==> src/rtl/calendar_uart_tx.sv <==
// Serial time reporter: snapshots Hours/Mins/Secs on Start and transmits
// "HH:MM:SS\r\n" as ten 8N1 characters, LSB first, with registered TXD.
module calendar_uart_tx #(
    parameter int unsigned CLKS_PER_BIT = 16
) (
    input  logic       CLK,
    input  logic       RST,
    input  logic [5:0] Hours,
    input  logic [5:0] Mins,
    input  logic [5:0] Secs,
    input  logic       Start,
    output logic       TXD,
    output logic       Busy,
    output logic       Done
);

    localparam int unsigned CNT_W     = (CLKS_PER_BIT > 1) ? $clog2(CLKS_PER_BIT) : 1;
    localparam int unsigned CHAR_W    = 4;
    localparam int unsigned BIT_W     = 3;
    localparam int unsigned VAL_W     = 6;
    localparam logic [CNT_W-1:0]  BAUD_LAST = CNT_W'(CLKS_PER_BIT - 1);
    localparam logic [CHAR_W-1:0] LAST_CHAR = CHAR_W'(9);
    localparam logic [BIT_W-1:0]  LAST_BIT  = BIT_W'(7);

    typedef enum logic [1:0] {
        S_IDLE,
        S_START,
        S_DATA,
        S_STOP
    } state_t;

    state_t              state, state_n;
    logic [VAL_W-1:0]    snap_h, snap_m, snap_s;
    logic [VAL_W-1:0]    snap_h_n, snap_m_n, snap_s_n;
    logic [CHAR_W-1:0]   char_idx, char_idx_n;
    logic [BIT_W-1:0]    bit_idx, bit_idx_n;
    logic [CNT_W-1:0]    baud_cnt, baud_cnt_n;
    logic                txd_n, busy_n, done_n;
    logic                bit_end;
    logic [7:0]          next_char;

    // ASCII tens digit of a 6-bit value (values above 59 are encoded literally)
    function automatic logic [7:0] ascii_tens(input logic [VAL_W-1:0] v);
        return 8'h30 + 8'(v / VAL_W'(10));
    endfunction

    // ASCII ones digit of a 6-bit value
    function automatic logic [7:0] ascii_ones(input logic [VAL_W-1:0] v);
        return 8'h30 + 8'(v % VAL_W'(10));
    endfunction

    // Character at position idx of the line "HH:MM:SS\r\n"
    function automatic logic [7:0] frame_char(
        input logic [CHAR_W-1:0] idx,
        input logic [VAL_W-1:0]  h,
        input logic [VAL_W-1:0]  m,
        input logic [VAL_W-1:0]  s
    );
        logic [7:0] c;
        c = 8'h0A;
        case (idx)
            4'd0:    c = ascii_tens(h);
            4'd1:    c = ascii_ones(h);
            4'd2:    c = 8'h3A;
            4'd3:    c = ascii_tens(m);
            4'd4:    c = ascii_ones(m);
            4'd5:    c = 8'h3A;
            4'd6:    c = ascii_tens(s);
            4'd7:    c = ascii_ones(s);
            4'd8:    c = 8'h0D;
            default: c = 8'h0A;
        endcase
        return c;
    endfunction

    // State and output registers; reset forces the line idle immediately
    always_ff @(posedge CLK or posedge RST) begin
        if (RST) begin
            state    <= S_IDLE;
            snap_h   <= '0;
            snap_m   <= '0;
            snap_s   <= '0;
            char_idx <= '0;
            bit_idx  <= '0;
            baud_cnt <= '0;
            TXD      <= 1'b1;
            Busy     <= 1'b0;
            Done     <= 1'b0;
        end else begin
            state    <= state_n;
            snap_h   <= snap_h_n;
            snap_m   <= snap_m_n;
            snap_s   <= snap_s_n;
            char_idx <= char_idx_n;
            bit_idx  <= bit_idx_n;
            baud_cnt <= baud_cnt_n;
            TXD      <= txd_n;
            Busy     <= busy_n;
            Done     <= done_n;
        end
    end

    // Next-state logic; outputs are derived from the next state so they
    // appear on the pins at the same edge the state changes
    always_comb begin
        state_n    = state;
        snap_h_n   = snap_h;
        snap_m_n   = snap_m;
        snap_s_n   = snap_s;
        char_idx_n = char_idx;
        bit_idx_n  = bit_idx;
        baud_cnt_n = baud_cnt;
        done_n     = 1'b0;
        txd_n      = 1'b1;
        next_char  = 8'h00;
        bit_end    = (baud_cnt == BAUD_LAST);

        case (state)
            S_IDLE: begin
                if (Start) begin
                    state_n    = S_START;
                    snap_h_n   = Hours;
                    snap_m_n   = Mins;
                    snap_s_n   = Secs;
                    char_idx_n = '0;
                    bit_idx_n  = '0;
                    baud_cnt_n = '0;
                end
            end
            S_START: begin
                if (bit_end) begin
                    state_n    = S_DATA;
                    bit_idx_n  = '0;
                    baud_cnt_n = '0;
                end else begin
                    baud_cnt_n = baud_cnt + CNT_W'(1);
                end
            end
            S_DATA: begin
                if (bit_end) begin
                    baud_cnt_n = '0;
                    if (bit_idx == LAST_BIT) begin
                        state_n = S_STOP;
                    end else begin
                        bit_idx_n = bit_idx + BIT_W'(1);
                    end
                end else begin
                    baud_cnt_n = baud_cnt + CNT_W'(1);
                end
            end
            S_STOP: begin
                if (bit_end) begin
                    baud_cnt_n = '0;
                    if (char_idx < LAST_CHAR) begin
                        char_idx_n = char_idx + CHAR_W'(1);
                        state_n    = S_START;
                    end else begin
                        char_idx_n = '0;
                        state_n    = S_IDLE;
                        done_n     = 1'b1;
                    end
                end else begin
                    baud_cnt_n = baud_cnt + CNT_W'(1);
                end
            end
            default: begin
                state_n = S_IDLE;
            end
        endcase

        next_char = frame_char(char_idx_n, snap_h_n, snap_m_n, snap_s_n);
        busy_n    = (state_n != S_IDLE);

        case (state_n)
            S_START: txd_n = 1'b0;
            S_DATA:  txd_n = next_char[bit_idx_n];
            default: txd_n = 1'b1;
        endcase
    end

endmodule

==> config.mk <==
export PLATFORM = sky130hd
export DESIGN_NAME = calendar_uart_tx
export DESIGN_NICKNAME = d
export VERILOG_FILES = /design/src/rtl/calendar_uart_tx.sv
export SDC_FILE = /design/constraint.sdc
export NUM_CORES = 1
export LEC_CHECK = 0
export BUFFER_PORTS_ARGS = -buffer_cell sky130_fd_sc_hd__buf_2
export CAP_MARGIN = 5
export CELL_PAD_IN_SITES_DETAIL_PLACEMENT = 0
export CELL_PAD_IN_SITES_GLOBAL_PLACEMENT = 1
export CORE_ASPECT_RATIO = 0.5
export CORE_MARGIN = 2
export CORE_UTILIZATION = 50
export DETAILED_ROUTE_END_ITERATION = 10
export HOLD_SLACK_MARGIN = 0.05
export PLACE_DENSITY = 0.86
export SLEW_MARGIN = 15
export SYNTH_ARGS = -nofsm -noshare
export SYNTH_HDL_FRONTEND = slang
export SYNTH_SLANG_ARGS = --single-unit
==> constraint.sdc <==
create_clock -name CLK -period 8.3 [get_ports CLK]
set_input_delay 1.245 -clock CLK [delete_from_list [all_inputs] [get_ports CLK]]
set_output_delay 1.245 -clock CLK [all_outputs]
set_load 0.01 [all_outputs]
# Yosys cells after proc, flatten, opt, wreduce, memory -nomap -nowiden
# Cells that the tools add are included.
[totals]
ram_bits = 0
memories = 0
register_bits = 34
rom_bits = 0
latch_bits = 0
[op_classes]
div_mod_pow = 6
n_addsub = 9
n_reduce_logical = 5
n_lt_le_gt_ge = 2
mux = 32
bitwise = 0
eq_ne = 16
shifts = 0
multipliers = 0
[ops]
columns = ["op", "n"]
rows = [
  ["8-bit one-hot mux with 8 select lines", 1],
  ["6-bit by 8-bit adder with 8-bit output (first input constant)", 6],
  ["6-bit 2-to-1 mux", 6],
  ["6-bit by 4-bit divider with 8-bit output (second input constant)", 3],
  ["6-bit by 4-bit remainder unit with 8-bit output (second input constant)", 3],
  ["4-bit 2-to-1 mux", 5],
  ["4-bit by 3-bit equality test with 1-bit output (second input constant)", 4],
  ["4-bit one-hot mux with 2 select lines", 2],
  ["3-bit 2-to-1 mux", 4],
  ["2-bit 2-to-1 mux", 5],
  ["3-bit one-hot mux with 3 select lines", 1],
  ["4-bit by 1-bit adder with 4-bit output (second input constant)", 2],
  ["4-bit by 2-bit equality test with 1-bit output (second input constant)", 2],
  ["4-bit equality test (second input constant)", 2],
  ["2-bit one-hot mux with 4 select lines", 1],
  ["2-bit equality test (second input constant)", 3],
  ["1-bit 2-to-1 mux", 5],
  ["2-bit by 1-bit equality test with 1-bit output (second input constant)", 2],
  ["4-bit by 1-bit equality test with 1-bit output (second input constant)", 1],
  ["4-bit logical NOT", 1],
  ["3-bit by 4-bit less-than comparator with 1-bit output (second input constant)", 1],
  ["4-bit less-than comparator (second input constant)", 1],
  ["3-bit by 1-bit adder with 3-bit output (second input constant)", 1],
  ["1-bit binary-select mux with 3-bit select", 1],
  ["7 further kinds", 7],
]

# Longest topological paths before layout
# Gate-level depths: netlist of run 1.
[depth]
ltp_word = 10
ltp_mapped = 21

# Worst setup path before layout of run 1
# No wires, ideal clock.
[synth_path]
path_type = "input port to flip-flop"
start = "in Start"
end = "reg TXD"
setup_time_ns = 0.096
required_ns = 8.204
stages = 18
n_path_buf = 1
slack_ns = 4.031
t_arrival_ns = 4.174
path_cell_list = "and2_1 buf_6 mux2i_4 ha_1 nand2b_1 o221ai_1 nand4_1 and2_1 ha_1 inv_1 a21o_1 nand3_1 nor3b_1 a311oi_1 ha_1 nand2_1 a211oi_1 o32ai_1"
[synth_between]
elab_chain_len = 8
elab_cells_between_ends = 40
cone_classes = "add/sub (6); div (6); eq/ne (10); mux (16); reduce/logical (2)"
[synth_lines]
columns = ["element", "line", "source"]
rows = [
  ["start, declared", "11", "input logic Start,"],
  ["6-bit 2-to-1 mux or 4-bit 2-to-1 mux (tied branches)", "120", "if (Start) begin"],
  ["6-bit 2-to-1 mux or 4-bit one-hot mux with 2 select lines (tied branches)", "118", "case (state)"],
  ["6-bit by 4-bit remainder unit with 8-bit output (tied with other cells)", "49", "return 8'h30 + 8'(v % VAL_W'(10));"],
  ["6-bit by 8-bit adder with 8-bit output (tied with other cells)", "49", ""],
  ["8-bit one-hot mux with 8 select lines", "61", "case (idx)"],
  ["1-bit binary-select mux with 3-bit select", "176", "S_DATA: txd_n = next_char[bit_idx_n];"],
  ["1-bit 2-to-1 mux (implied by the code)", "176", ""],
  ["1-bit one-hot mux with 2 select lines (*)", "174", "case (state_n)"],
  ["via txd_n", "38", "logic txd_n, busy_n, done_n;"],
  ["end signal, assigned", "97", "TXD <= txd_n;"],
  ["end, declared", "12", "output logic TXD,"],
]
# Mark *: on every way through the listed nets, which the timed path passes. The rest lies on a longest branch. The select of a mux whose other input is x is not followed.
# A chain may end at the register's enable or synchronous reset.

# Worst setup path in the final report of run 1
# Ends and elaborated chain as after synthesis.

==> reports/results.txt, run 1 <==
layout cells sized above 1 -> 0.125
GPL Wtd Cong -> 0.890
FF/Latch Area -> 852 um2
drt initial violations -> 343
synth-to-layout area growth -> 9.07%
Leak -> 1.74 nW
Critical Path RT -> 8.49 ns
cell class contributing the biggest share of worst-path delay -> compound AO/OA/AOI/OAI gates
Max VDD drop -> 0.0672 mV
final setup TNS -> 0 ns
Post-CTS Hold Fix Bufs -> 0
depth of the CTS H-tree -> 2
pre-CTS WS -> 3.00 ns
initial antenna violation count -> 0
max capacitance violation total -> 0
Fillers -> 688
Max Fanout on Critical Path -> 36
Final period util -> 0.607
number of synthesized flops with an enable pin -> 0
ANT cells -> 0
nets@finish -> 526
DR pass1 iterations -> 7
vias in the first global route -> 3499
most frequent cell after synthesis -> nand2_1
WL per Instance -> 17.4 um
Arr. time, crit path -> 5.23 ns
Sink Count -> 34
maximum root-to-sink buffer count -> 2
# setup viols final -> 0
max-slew violations -> 0
skew final -> 0.00186 ns
CTS tree -> done
largest net degree at the start of global routing -> 37
Cell variety after synth -> 80
Core Util, Final -> 0.557
Final Hold Vio Count -> 0
CP max stage delay -> 0.62 ns
Starting Density -> 0.511
Buf/Inv on CP -> 2
Hold Path Class -> reg -> reg
unrepaired setup endpoints after global routing -> no
Setup WS post-layout -> 3.26 ns
power per cell area -> 93.1 nW/um2
global-route wire length before repair -> 17600 um
Synthesis Warnings -> 0
worst slew pin tran -> 0.969 ns
die area -> 8140 um2
FF+latch count, synth -> 34
Cell Chain, Critical Path -> buf_2, nand2_1, a21oi_1, a311o_1, a31o_1, and2_1, ha_1, inv_1, a21o_1, a31oi_1, nor3b_1, a311oi_1, ha_1, nand2_1, a211oi_1, o32ai_1
Core Box Area -> 7240 um2
Die W -> 126 um
ranking of synthesized cells by area -> dfrtp_1 22%, ha_1 6.1%, nand2_1 4.3%
kind of critical path -> in -> reg
WL final -> 10100 um
clk root buf -> clkbuf_16
syn_nets -> 511
# Post-CTS Setup Buffers -> 0
Skew-Pair Late Insertion Delay -> 0.28 ns
# IOs -> 24
crit start category -> input pin
Slew Limit Headroom -> 0.337
Async SR Flop Fraction -> 1.00
aggregate global routing overflow -> 0
via count -> 3741
input/output buffers -> 23
ANT nets after route -> 0
Post-CTS Resized -> 0
ys flop type -> dfrtp_1
Die Y-Extent -> 64.8 um
Synth top cells by count -> 42 x nand2_1, 33 x dfrtp_1, 29 x inv_1, 29 x nor2_1, 26 x nand3_1
Worst Setup End Kind -> flip-flop
CTS Buf Count -> 5
DRC -> 0
Syn Area/Cell -> 7.83 um2
Tmin final -> 5.04 ns
Syn Inst Count -> 472
top-area cell type share of the netlist area -> 0.223
Site Rows -> 22
vias per cell -> 6.41
register area share after synthesis -> 0.230
outcome -> complete, no violations
area of the multi-input gates -> 2630 um2
hpwl dp -> 7650 um
Worst R2R Setup Slack -> 3.70 ns
CP max-delay cell -> nand2_1
leading area contributor after synthesis -> dfrtp_1
Max Fclk -> 198 MHz
total track usage -> 0.268
clock slew at reported path FFs -> 0.06 ns
Post-Syn Area -> 3700 um2
## cell usage in the layout (no fill, tap or decap), types with 7 or more instances in the layout
cell and n:
nand3_1 26, and3_1 11, nand4b_1 10, inv_1 29, ha_1 18, buf_2 23
o211ai_1 9, a31oi_1 7, nand2b_1 16, nor3_1 10, mux2i_1 12, dfrtp_1 33
a21oi_1 25, nor2_1 29, nand2_1 42, a211oi_1 11, o21ai_0 24
## through the flow
stage	hold slack [ns]	power, W	instance area (um2)	std cells
5_1_grt	0.544	0.000388	4030	584
3_5_place_dp	0.492	0.000185	3880	576
4_1_cts	0.504	0.000380	4030	584
3_3_place_gp	0.476	0.000185	3880	576
6_report	0.499	0.000375	4030	584
2_1_floorplan	0.441	0.000175	3700	472
## registers in the layout (all words and copies together), names as in the netlist
| signal | count |
|---|---|
| Done | 1 |
| state | 2 |
| snap_m | 6 |
| baud_cnt | 4 |
| Busy | 1 |
| bit_idx | 3 |
| char_idx | 4 |
| snap_h | 6 |
| TXD | 1 |
| snap_s | 6 |
## path summary, 6_finish.rpt
kind	start	end	depth (start not counted)
max	Start	TXD	16
min	snap_s[0]	snap_s[0]	2
max reg2reg	state[0]	TXD	18
min reg2reg	snap_s[0]	snap_s[0]	2
max in group asynchronous	RST	TXD	3
min in group asynchronous	RST	baud_cnt[2]	3
## final cells by class
cell class	count	area share
Timing Repair Buffer	29	0.0397
Clock inverter	2	0.00310
Sequential cell	34	0.211
Inverter	32	0.0298
Multi-Input combinational cell	385	0.652
Tap cell	96	0.0298
Clock buffer	6	0.0344
## cells by family after synthesis
logic type,Yosys count,share of synthesized area
compound gates,161,0.318
flops,34,0.230
simple gates,189,0.282
fa+ha+maj,18,0.0609
buf+inv,53,0.0585
mux,15,0.0447
xor+xnor,2,0.00474
## where the power goes
part / switching [W] / internal (W)
logic: 0.0000106 / 0.00000532
registers: 0 / 0.000166
clock network: 0.0000749 / 0.000119
total: 0.0000855 / 0.000290
## worst reg2reg max path, cell delays in order (launching register included)
cell,delay [ns]
dfrtp_1,0.42
inv_1,0.14
ha_1,0.17
buf_4,0.29
nand2_1,0.55
a21oi_1,0.53
a311o_1,0.33
a31o_1,0.21
and2_1,0.20
ha_1,0.16
inv_1,0.04
a21o_1,0.15
a31oi_1,0.17
nor3b_1,0.08
a311oi_1,0.32
ha_1,0.30
nand2_1,0.06
a211oi_1,0.07
o32ai_1,0.29
## per-layer routing
metal  vias to the layer above  routed length [um]  global-route usage  share of wire
met3                         4                 796              0.0537          0.079
met4                         0                  37              0.0431         0.0037
met5                         -                   0                   0              0
li1                       1846                   -                   -              -
met1                      1765                4950               0.390           0.49
met2                       126                4350               0.418           0.43
No activity file was read; power rests on OpenSTA's default activity.
==> run 2: changes to the inputs <==
- CORE_UTILIZATION: 50 -> 47
- PLACE_DENSITY: 0.86 -> 0.81
- clock period: 8.3 -> 4.8 ns (I/O delays scaled with it)
==> reports/results.txt, run 2 (synthesis gave the netlist of run 1 again) <==
power per cell area -> 159 nW/um2 (+70%)
Setup WS post-layout -> 0.337 ns (-2.92 ns)
WL final -> 10500 um (+3.3%)
Critical Path RT -> 4.98 ns (-3.51 ns)
input/output buffers -> 23 (unchanged)
Worst Setup End Kind -> flip-flop
area of the multi-input gates -> 2640 um2 (+0.24%)
DR pass1 iterations -> 5 (-2)
commonest non-fill, non-tap cell in the layout -> nand2_1
CTS tree -> done
synth-to-layout area growth -> 10.9%
Max Fclk -> 224 MHz
pre-CTS WS -> 0.432 ns (-2.57 ns)
most frequent cells in the layout -> 42 x nand2_1, 33 x dfrtp_1, 29 x inv_1, 29 x nor2_1, 26 x nand3_1
max capacitance violation total -> 0 (unchanged)
Final period util -> 0.930
DRC -> 0 (unchanged)
Seq pwr share -> 0.441 (about the same)
worst slew pin tran -> 0.766 ns (-0.203 ns)
total track usage -> 0.260 (-0.00748)
clk root buf -> clkbuf_16
Sink Count -> 34 (unchanged)
switch share -> 0.228 (about the same)
outcome -> complete, no violations
Fin Hold WS -> 0.502 ns (+0.00322 ns)
Top Registers -> snap_h: 6 flops, snap_m: 6 flops, snap_s: 6 flops
FF/Latch Area -> 852 um2 (unchanged)
Non-Filler Instances -> 602 (+3.1%)
Slew Limit Headroom -> 0.488 (+0.151)
Fillers -> 764 (+11%)
drt initial violations -> 277 (-19%)
maximum root-to-sink buffer count -> 2 (unchanged)
kind of critical path -> reg -> reg
Leak -> 1.77 nW (+1.6%)
max-slew violations -> 0 (unchanged)
Core Box Area -> 7490 um2 (+3.4%)
vias in the first global route -> 3454 (-1.3%)
switching power -> 0.000148 W (+73%)
cell-internal power -> 0.000502 W (+73%)
Starting Density -> 0.494 (-0.0169)
nets@finish -> 532 (+1.1%)
Core Util, Final -> 0.547 (-0.00957)
Final Hold Vio Count -> 0 (unchanged)
Max VDD drop -> 0.122 mV (+81%)
Tmin final -> 4.46 ns
Post-CTS Hold Fix Bufs -> 0 (unchanged)
# IOs -> 24 (unchanged)
Die Y-Extent -> 66.7 um (+2.9%)
WL per Instance -> 17.4 um (+0.24%)
ANT cells -> 0 (unchanged)
global-route wire length before repair -> 17600 um (-0.24%)
via count -> 3787 (+1.2%)
Die W -> 129 um (+3.0%)
vias per cell -> 6.29 (-1.8%)
unrepaired setup endpoints after global routing -> no
layout cells sized above 1 -> 0.138 (+0.0127)
ANT nets after route -> 0 (unchanged)
# setup viols final -> 0 (unchanged)
aggregate global routing overflow -> 0 (unchanged)
die area -> 8630 um2 (+6.1%)
initial antenna violation count -> 0 (unchanged)
Hold Path Class -> reg -> reg
Clk pwr share -> 0.516 (about the same)
depth of the CTS H-tree -> 2 (unchanged)
skew final -> 0.00395 ns (+0.00209 ns)
Arr. time, crit path -> 4.64 ns (-0.59 ns)
hpwl dp -> 7910 um (+3.4%)
Skew-Pair Late Insertion Delay -> 0.28 ns (about the same)
crit start category -> flip-flop
largest net degree at the start of global routing -> 35 (-5.4%)
Max Fanout on Critical Path -> 25 (-31%)
Site Rows -> 22 (unchanged)
GPL Wtd Cong -> 0.916 (+2.9%)
CTS Buf Count -> 5 (unchanged)
dpl cells -> 594 (+3.1%)
final setup TNS -> 0 ns (unchanged)
Logic pwr share -> 0.043 (about the same)
clock slew at reported path FFs -> 0.06 ns (about the same)
run 2: cell types whose count changed in the layout (fill, tap and decap cells not counted), sizes merged:
cell  before  now
buf       29   35
run 2: per-stage QoR:
| step | power (W) | instance area (um2) |
|---|---|---|
| final | 0.000650 | 4100 |
| after global routing | 0.000673 | 4100 |
| after CTS | 0.000656 | 4090 |
| after detailed placement | 0.000320 | 3940 |
| after global placement | 0.000320 | 3940 |
| after floorplan | 0.000303 | 3700 |
run 2: routing by layer:
metal  part of all wire  track usage  up-vias
met3              0.055       0.0466        8
met1               0.53        0.378     1809
met4             0.0065       0.0511        0
met2               0.41        0.405      111
li1                   -            -     1859
met5                  0            0        -
run 2: path summary, 6_finish.rpt:
| kind | startpoint | endpoint | slack [ns] | cells after the start |
|---|---|---|---|---|
| max | state[0] | TXD | 0.34 | 18 |
| min | baud_cnt[3] | baud_cnt[3] | 0.50 | 1 |
| max reg2reg | state[0] | TXD | 0.34 | 18 |
| min reg2reg | baud_cnt[3] | baud_cnt[3] | 0.50 | 1 |
| max in group asynchronous | RST | TXD | 3.90 | 3 |
| min in group asynchronous | RST | baud_cnt[0] | 0.54 | 3 |
run 2: critical path, cell delays in order (launching register included):
cell and delay [ns]:
dfrtp_1 0.42, inv_1 0.14, ha_1 0.36, buf_4 0.32, nand2_1 0.30, a21oi_1 0.40
a311o_1 0.32, a31o_1 0.21, and2_1 0.20, ha_1 0.17, inv_1 0.04, a21o_1 0.16
a31oi_1 0.18, nor3b_1 0.07, a311oi_1 0.33, ha_1 0.30, nand2_1 0.06, a211oi_1 0.08
o32ai_1 0.31
run 2: layout make-up:
class                   instances  area share
clock buffers                   6      0.0339
well taps                     108      0.0330
inverters                      32      0.0293
repair buffers                 35      0.0501
clock inverters                 2     0.00305
flip-flops and latches         34       0.208
multi-input cells             385       0.643
run 2: power groups by stage:
stage	registers [W]	clock network (W)	logic, W
after global routing	0.000287	0.000356	0.0000311
after floorplan	0.000292	0	0.0000110
after global placement	0.000292	0	0.0000276
after detailed placement	0.000292	0	0.0000278
final	0.000287	0.000335	0.0000279
after CTS	0.000287	0.000341	0.0000279
run 2: what timing repair did:
action                     4_1_cts  5_1_grt
setup endpoints to repair        0        1
gates resized for setup          0        1
hold endpoints to repair         0        0
buffers inserted                 0        0
==> run 3: changes to the inputs <==
- ABC_AREA: unset -> 1
- CORE_UTILIZATION: 47 -> 44
- PLACE_DENSITY: 0.81 -> 0.79
==> reports/results.txt, run 3 <==
FF/Latch Area -> 852 um2 (unchanged)
total power -> 0.00271 W (+320%)
ANT cells -> 0 (unchanged)
pre-CTS WS -> 0.560 ns (+0.128 ns)
# Post-CTS Setup Buffers -> 0 (unchanged)
leading area contributor after synthesis -> dfrtp_1
ys flop type -> dfrtp_1
via count -> 3013 (-20%)
DP Area -> 3530 um2 (-10%)
CP max stage delay -> 0.42 ns (about the same)
Final Hold Vio Count -> 0 (unchanged)
ranking of synthesized cells by area -> dfrtp_1 25%, nand2_1 13%, nand3_1 7.6%
CP max-delay cell -> dfrtp_1
Sink Count -> 34 (unchanged)
final setup TNS -> 0 ns (unchanged)
Synth top cells by count -> 117 x nand2_1, 65 x inv_1, 50 x nand3_1
area of the multi-input gates -> 2120 um2 (-19%)
die area -> 8260 um2 (-4.4%)
Skew-Pair Late Insertion Delay -> 0.28 ns (about the same)
Post-CTS Resized -> 0 (unchanged)
worst r2r src -> state[0]
input/output buffers -> 23 (unchanged)
outcome -> complete, no violations
clock slew at reported path FFs -> 0.06 ns (about the same)
crit start category -> flip-flop
skew final -> 0.00361 ns (-0.000348 ns)
max-slew violations -> 0 (unchanged)
Arr. time, crit path -> 4.43 ns (-0.21 ns)
kind of critical path -> reg -> reg
global-route wire length before repair -> 13500 um (-23%)
Setup WS post-layout -> 0.594 ns (+0.257 ns)
Critical Path Source -> state[0]
Syn Area/Cell -> 6.88 um2 (-12%)
CTS tree -> done
Die Y-Extent -> 65.3 um (-2.2%)
power per cell area -> 731 nW/um2 (+360%)
initial antenna violation count -> 0 (unchanged)
Site Rows -> 22 (unchanged)
Top Registers -> snap_h: 6 flops, snap_m: 6 flops, snap_s: 6 flops
maximum root-to-sink buffer count -> 2 (unchanged)
total track usage -> 0.207 (-0.0533)
Async SR Flop Fraction -> 1.00 (unchanged)
vias in the first global route -> 2727 (-21%)
commonest non-fill, non-tap cell in the layout -> nand2_1
max capacitance violation total -> 0 (unchanged)
Worst Setup End Kind -> flip-flop
aggregate global routing overflow -> 0 (unchanged)
largest net degree at the start of global routing -> 35 (unchanged)
Leak -> 1.99 nW (+13%)
Max VDD drop -> 0.356 mV (+190%)
FF+latch count, synth -> 34 (unchanged)
synth-to-layout area growth -> 12.2%
worst slew pin tran -> 0.693 ns (-0.0725 ns)
Critical Path RT -> 5.03 ns (+0.05 ns)
clk root buf -> clkbuf_16
syn_nets -> 519 (+1.6%)
Post-CTS Hold Fix Bufs -> 0 (unchanged)
Synthesis Warnings -> 0 (unchanged)
# IOs -> 24 (unchanged)
Syn Inst Count -> 480 (+1.7%)
DR pass1 iterations -> 4 (-1)
Fin Hold WS -> 0.526 ns (+0.0235 ns)
number of synthesized flops with an enable pin -> 0 (unchanged)
drt initial violations -> 179 (-35%)
Post-Syn Area -> 3300 um2 (-11%)
Max Fclk -> 238 MHz (+6.1%)
vias per cell -> 4.97 (-21%)
Core Box Area -> 7290 um2 (-2.6%)
Fillers -> 748 (-2.1%)
most frequent cells in the layout -> 117 x nand2_1, 65 x inv_1, 50 x nand3_1, 36 x nor2_1, 33 x dfrtp_1
most frequent cell after synthesis -> nand2_1
# setup viols final -> 0 (unchanged)
most used cell, CP -> nand2_1
Die W -> 127 um (-2.3%)
Tmin final -> 4.21 ns (-0.257 ns)
depth of the CTS H-tree -> 2 (unchanged)
Cell variety after synth -> 45 (-44%)
Final period util -> 0.876 (-0.0535)
hpwl dp -> 6200 um (-22%)
Starting Density -> 0.453 (-0.0412)
DRC -> 0 (unchanged)
GPL Wtd Cong -> 0.844 (-7.9%)
Hold Path Class -> in -> async
nets@finish -> 548 (+3.0%)
WL final -> 7960 um (-24%)
unrepaired setup endpoints after global routing -> no
top-area cell type share of the netlist area -> 0.250 (+0.0267)
Max Fanout on Critical Path -> 14 (-44%)
Slew Limit Headroom -> 0.534 (+0.0458)
register area share after synthesis -> 0.258 (+0.0276)
ANT nets after route -> 0 (unchanged)
CTS Buf Count -> 5 (unchanged)
layout cells sized above 1 -> 0.212 (+0.0741)
design area -> 3710 um2 (-9.6%)
WL per Instance -> 13.1 um (-24%)
[run 3: cell types whose count changed in the layout (fill, tap and decap cells not counted), sizes merged, moves of 13 or more]
cell	before	now
mux2i	13	0
nor2	30	45
nand2b	16	0
nand2	42	144
nand3	26	65
inv	31	77
[run 3: layout make-up]
cell class	count	area share
repair buffers	27	0.0392
clock inverters	1	0.00810
flip-flops and latches	34	0.230
clock buffers	7	0.0385
multi-input cells	363	0.573
inverters	78	0.0790
well taps	96	0.0324
[run 3: power breakdown]
part / internal (W) / leakage (nW) / total [W] / switching [W]
logic: 0.000625 / 1.48 / 0.00188 / 0.00125
clock network: 0.000260 / 0.0841 / 0.000391 / 0.000132
registers: 0.000390 / 0.424 / 0.000438 / 0.0000483
[run 3: per-stage QoR]
stage / utilization / cells
floorplan: - / 480
global placement: 0.484 / 598
detailed placement: 0.484 / 598
CTS: 0.508 / 606
global route: 0.508 / 606
finish: 0.508 / 606
[run 3: routing by layer]
| layer | wire [um] | GRT usage | vias up |
|---|---|---|---|
| li1 | - | - | 1612 |
| met4 | 46 | 0.0302 | 0 |
| met2 | 3310 | 0.328 | 36 |
| met3 | 284 | 0.0489 | 4 |
| met5 | 0 | 0 | - |
| met1 | 4320 | 0.293 | 1361 |
[run 3: final timing paths]
kind | endpoint | slack (ns) | depth (start not counted)
min in group CLK | snap_s[4] | 0.53 | 2
max | TXD | 0.59 | 31
min reg2reg | snap_s[4] | 0.53 | 2
min | baud_cnt[1] | 0.53 | 3
max in group asynchronous | TXD | 3.92 | 3
max reg2reg | TXD | 0.59 | 31
[run 3: cell families after synthesis]
logic type               count (synthesis)  synth area share
adder cells (fa/ha/maj)                 18            0.0682
AO/OA/AOI/OAI                           62             0.121
flip-flops                              34             0.258
XOR/XNOR                                 8            0.0212
buffers and inverters                   83            0.0997
AND/OR/NAND/NOR                        274             0.429
multiplexers                             1           0.00341
[run 3: critical path, delay by kind of cell (launching register included)]
family | cells | cell delay, ns
buf+inv | 5 | 0.57
flops | 1 | 0.42
compound gates | 6 | 0.88
simple gates | 16 | 1.35
fa+ha+maj | 4 | 0.91
